### config.mk
export PLATFORM = sky130hd
export DESIGN_NAME = serial_subtractor
export DESIGN_NICKNAME = d
export VERILOG_FILES = /design/src/rtl/serial_sub_pkg.sv /design/src/rtl/full_sub_cell.sv /design/src/rtl/serial_subtractor.sv
export SDC_FILE = /design/constraint.sdc
export NUM_CORES = 1
export LEC_CHECK = 0
export ABC_CLOCK_PERIOD_IN_PS = 1400
export BUFFER_PORTS_ARGS = -buffer_cell sky130_fd_sc_hd__buf_2
export CAP_MARGIN = 25
export CORE_MARGIN = 4
export CORE_UTILIZATION = 49
export CTS_CLUSTER_DIAMETER = 40
export CTS_CLUSTER_SIZE = 16
export DETAILED_ROUTE_END_ITERATION = 7
export PLACE_DENSITY = 0.74
export RECOVER_POWER = 100
export SLEW_MARGIN = 20
export SYNTH_ARGS = -nofsm -noshare
export SYNTH_HDL_FRONTEND = slang
export SYNTH_SLANG_ARGS = --single-unit
export TNS_END_PERCENT = 1
### constraint.sdc
create_clock -name clk -period 1.4 [get_ports clk]
set_input_delay 0.14 -clock clk [delete_from_list [all_inputs] [get_ports clk]]
set_output_delay 0.14 -clock clk [all_outputs]
set_load 0.05 [all_outputs]
### src/rtl/serial_sub_pkg.sv
// Shared definitions for the bit-serial subtractor.
//   state_t   : control FSM states (IDLE, RUN, DONE)
//   cnt_width : bit-counter width for a given operand width
package serial_sub_pkg;

  typedef enum logic [1:0] {
    IDLE = 2'd0,
    RUN  = 2'd1,
    DONE = 2'd2
  } state_t;

  // The counter only has to reach width-1, so clog2(width) bits suffice.
  // The floor of 1 keeps the vector legal for degenerate widths.
  function automatic int cnt_width(input int width);
    return (width < 2) ? 1 : $clog2(width);
  endfunction

endpackage

### src/rtl/full_sub_cell.sv
// One-bit full subtractor: computes a - b - bin.
//   a, b  : operand bits
//   bin   : borrow in
//   diff  : difference bit
//   bout  : borrow out
module full_sub_cell (
  input  logic a,
  input  logic b,
  input  logic bin,
  output logic diff,
  output logic bout
);

  assign diff = a ^ b ^ bin;
  // A borrow is generated when a=0,b=1, and propagated when a==b.
  assign bout = (~a & b) | (~(a ^ b) & bin);

endmodule

### src/rtl/serial_subtractor.sv
// Bit-serial WIDTH-bit subtractor: diff = a - b - bin, one bit per clock,
// LSB first, through a single full_sub_cell and a borrow flop.
//   clk   : rising-edge clock
//   rst   : asynchronous active-high reset
//   start : request, accepted in IDLE or DONE
//   a, b  : minuend / subtrahend, captured at the accepting edge
//   bin   : borrow-in, captured at the accepting edge
//   busy  : high while bits are being processed
//   done  : one-cycle pulse, diff/bout valid
//   diff  : registered difference, held until the next completion
//   bout  : registered final borrow-out, held with diff
module serial_subtractor
  import serial_sub_pkg::*;
#(
  parameter int WIDTH = 8
) (
  input  logic             clk,
  input  logic             rst,
  input  logic             start,
  input  logic [WIDTH-1:0] a,
  input  logic [WIDTH-1:0] b,
  input  logic             bin,
  output logic             busy,
  output logic             done,
  output logic [WIDTH-1:0] diff,
  output logic             bout
);

  localparam int            CW   = cnt_width(WIDTH);
  localparam logic [CW-1:0] LAST = CW'(WIDTH - 1);

  state_t           state, state_next;
  logic [WIDTH-1:0] a_sr, b_sr, res_sr, res_next;
  logic             br;
  logic [CW-1:0]    cnt;
  logic             load, step, last;
  logic             cell_d, cell_bout;

  full_sub_cell u_cell (
    .a    (a_sr[0]),
    .b    (b_sr[0]),
    .bin  (br),
    .diff (cell_d),
    .bout (cell_bout)
  );

  // Result fills from the MSB side so that after WIDTH shifts bit 0 sits at LSB.
  assign res_next = {cell_d, res_sr[WIDTH-1:1]};
  assign last     = (cnt == LAST);

  // NOTE: sequential state uses non-blocking assignments so every flop samples
  // pre-edge values regardless of process ordering.
  always_ff @(posedge clk or posedge rst) begin
    if (rst) state <= IDLE;
    else     state <= state_next;
  end

  // NOTE: every output of this block gets a default first, so no path leaves a
  // signal unassigned and no latch is inferred.
  always_comb begin
    state_next = state;
    busy       = 1'b0;
    done       = 1'b0;
    load       = 1'b0;
    step       = 1'b0;
    unique case (state)
      IDLE: begin
        if (start) begin
          load       = 1'b1;
          state_next = RUN;
        end
      end
      RUN: begin
        busy = 1'b1;
        step = 1'b1;
        if (last) state_next = DONE;
      end
      DONE: begin
        done = 1'b1;
        if (start) begin
          load       = 1'b1;
          state_next = RUN;
        end else begin
          state_next = IDLE;
        end
      end
      default: state_next = IDLE;
    endcase
  end

  // NOTE: every datapath register is reset, including the internal shift
  // registers, so an aborted operation leaves no residue behind.
  always_ff @(posedge clk or posedge rst) begin
    if (rst) begin
      a_sr   <= '0;
      b_sr   <= '0;
      res_sr <= '0;
      br     <= 1'b0;
      cnt    <= '0;
      diff   <= '0;
      bout   <= 1'b0;
    end else if (load) begin
      a_sr <= a;
      b_sr <= b;
      br   <= bin;
      cnt  <= '0;
    end else if (step) begin
      a_sr   <= a_sr >> 1;
      b_sr   <= b_sr >> 1;
      br     <= cell_bout;
      res_sr <= res_next;
      if (last) begin
        diff <= res_next;
        bout <= cell_bout;
      end else begin
        // Holding at WIDTH-1 keeps the counter from wrapping when WIDTH is 2^CW.
        cnt <= cnt + CW'(1);
      end
    end
  end

endmodule

==> summary.md <==
| Metric | Value |
|---|---|
| Mean cell area of the mapped netlist | `11.2 µm²` |
| Worst Slack Setup Final | `approximately 21 ps` |
| Number of nets in the final layout | `roughly 220` |
| Max-slew headroom | `between 30 and 40%` |
| Final hold violation count | `0` |
| Drt pass-1 iters | `4` |
| I/O pin count | `31` |
| Async SR Flop Fraction | `100%` |
| All-layer global routing usage | `approximately 17%` |
| Count of endpoints failing setup in the final report | `0` |
| Number of antenna repair diodes | `0` |
| Required @ worst endpoint | `1640 ps` |
| Post-route total power | `approximately 5.0 mW` |
| Summed instance area of the synthesized netlist | `1750 µm²` |
| Global-route wire length before repair | `about 5600 µm` |
| Final routed wirelength across all metal layers | `~3400 µm` |
| CORE AREA | `about 3400 µm²` |
| Total count of max-transition violations in the final report | `0` |
| Critical path startpoint category | `flip-flop` |
| Setup Total Neg Slack | `0 ps` |
| Placed cells | `roughly 230` |
| CTS tree | `yes` |
| Final clock skew | `~8.0 ps` |
| Clock-pin slew on the worst setup and hold paths | `110 ps` |
| Setup repair after global routing missed its margin | `true` |
| Filler-free cell count of the finished design | `roughly 250` |
| Cell type with the largest total area after synthesis | `dfrtp_1` |
| Worst setup slack before clock tree synthesis | `-45.3 ps` |
| Type of the worst setup path | `reg2reg` |
| Slew of the pin with the lowest slew margin | `914 ps` |
| Gate count of the mapped netlist | `around 160` |
| Routed wire length per instance | `between 10 and 15 µm` |
| Via/cell ratio | `just over 5` |
| Class of the most critical hold timing path | `in2reg` |
| Syn nets | `around 180` |
| Synth-to-layout area growth | `20.0%` |
| GPL Wtd Cong | `between 0.7 and 0.8` |
| Share of final-layout standard cells stronger than drive strength 1 | `a little under two fifths` |
| Status | `complete, no violations` |
| Leading cell type by number of instances after synthesis | `dfrtp_1` |
| Number of buffers added by the clock tree synthesis step | `5` |
| PortBufs | `30` |
| Post-synthesis cell type count | `34` |
| Count of flip-flops with a built-in enable after synthesis | `0` |
| Vert. Die Dim | `between 60 and 70 µm` |
| Number of maximum-capacitance violations | `0` |
| Number of buffers on the longest clock path | `2` |
| Die width | `67.8 µm` |
| Number of clock sinks | `38` |
| Critical path arrival | `1610 ps` |
| H-tree level count | `2` |
| Leak Pwr | `1.11 nW` |
| Largest fanout of any net on the critical path | `9` |
| Insertion delay of the later-clocked pin in the worst-skew pair | `~350 ps` |
| Vias in the first global route | `1240` |
| Initial antenna violation count | `0` |
| Violation count after the first detailed-routing iteration | `between 80 and 90` |
| Die footprint | `roughly 4600 µm²` |
| Dominant register cell in the synthesized netlist | `dfrtp_1` |
| Worst ir drop on vdd | `between 0.9 and 1 mV` |
| Total placed instance area | `approximately 2000 µm²` |
| Remaining DRCs | `0` |
| Final Util | `between 60% and 70%` |
| Cells taking the most area after synthesis | `dfrtp_1 54%, nand2_1 6.2%, mux2_4 6.0%, inv_1 3.2%, o22ai_1 3.2%` |
| Overflow left after global routing | `0` |
| Initial Utilization | `51.8%` |
| Final worst hold slack | `~53 ps` |
| Max Fclk | `725 MHz` |
| Yosys top cell area share | `between 50 and 60%` |
| Synth cell count leaders | `38 x dfrtp_1, 29 x nand2_1, 15 x inv_1` |
| Post-route antenna net violation count | `0` |
| Sequential cell area fraction in the yosys report | `between 50% and 60%` |
| Number of fill cells in the layout | `~270` |
| Post-route minimum period | `1380 ps` |
| Maximum number of pins on one net before global-route repair | `39` |
| CTS root buf | `clkbuf_4` |
| Total via count after detailed routing | `around 1300` |
| Part of the cycle the worst path needs | `98.5%` |
| Synth Register Bits | `38` |
| Nature of the critical path endpoint | `flip-flop` |
| Post-DP HPWL | `between 2000 and 2500 µm` |
| Final Instance Area | `2110 µm²` |
| Power density over cell area | `~2400 nW/µm²` |
| Standard-cell rows | `21` |
| Total of warnings raised by yosys | `0` |
[timing repair]
action | CTS | global route
resized for setup | 7 | 8
setup endpoints to repair | 9 | 14
pin swaps | 1 | 1
endpoints found under the hold margin | 38 | 0
setup buffers | 3 | 0
hold buffers | 1 | 0
[flip-flops by register name, indices dropped and copies added (netlist names)]
name / cells
a_sr: 8
b_sr: 8
diff: 8
res_sr: 7
cnt: 3
state: 2
bout: 1
br: 1
[cell usage in the layout (no fill, tap or decap), types with 2 or more instances in the layout]
master,instances
mux2_4,8
o211ai_1,2
a21o_1,2
mux2i_1,2
nand3_1,4
o22ai_1,9
inv_1,15
a21oi_2,4
buf_4,10
clkbuf_4,5
buf_2,28
o21ai_0,4
o22ai_2,3
buf_6,3
a21oi_1,9
nand2_1,29
dfrtp_1,38
[worst max-delay path: stages (launching register included)]
cell      delay (ps)
dfrtp_1          410
ha_2             200
ha_4             170
nand3b_4         170
mux2_4           320
[path summary, 6_finish.rpt]
kind,start,end,slack [ps],cells after the start
min in group asynchronous,rst,b_sr[1],600,4
worst max register to register,cnt[1],diff[5],20,4
worst min-delay path,b[2],b_sr[2],50,3
worst max-delay path,cnt[1],diff[5],20,4
max in group asynchronous,rst,res_sr[6],230,4
worst min register to register,a_sr[6],a_sr[6],490,1
[report_power, final]
part | switching [mW] | internal (mW)
Clock | 0.360 | 0.244
Sequential | 0.311 | 1.59
Combinational | 1.43 | 1.05
[layer usage]
metal  wire length (µm)  part of all wire, %  up-vias  track usage [%]
met5                  0                    0        -                0
met4                 65                  1.9        0             6.70
met3                195                  5.8        5             5.25
met2               1640                   49       38             27.3
met1               1460                   43      603             20.6
li1                   -                    -      612                -
[kinds of logic (layout without fill, tap and decap cells)]
logic type               count (synthesis)  in the layout  synth area share, %
AND/OR/NAND/NOR                         44             44                 12.8
multiplexers                            11             11                 8.42
flip-flops                              38             38                 54.2
AO/OA/AOI/OAI                           35             35                 13.6
buffers and inverters                   24             68                 7.99
adder cells (fa/ha/maj)                  3              3                 2.57
XOR/XNOR                                 1              1                0.499
[area by class of cell]
type | count | area [µm²] | share of cell area [%]
clock buffers | 7 | 55.1 | 2.61
clock inverters | 1 | 5.00 | 0.238
inverters | 16 | 65.1 | 3.09
multi-input cells | 94 | 693 | 32.9
flip-flops and latches | 38 | 951 | 45.2
well taps | 46 | 57.6 | 2.73
repair buffers | 44 | 279 | 13.3
No activity file was read; power rests on OpenSTA's default activity.
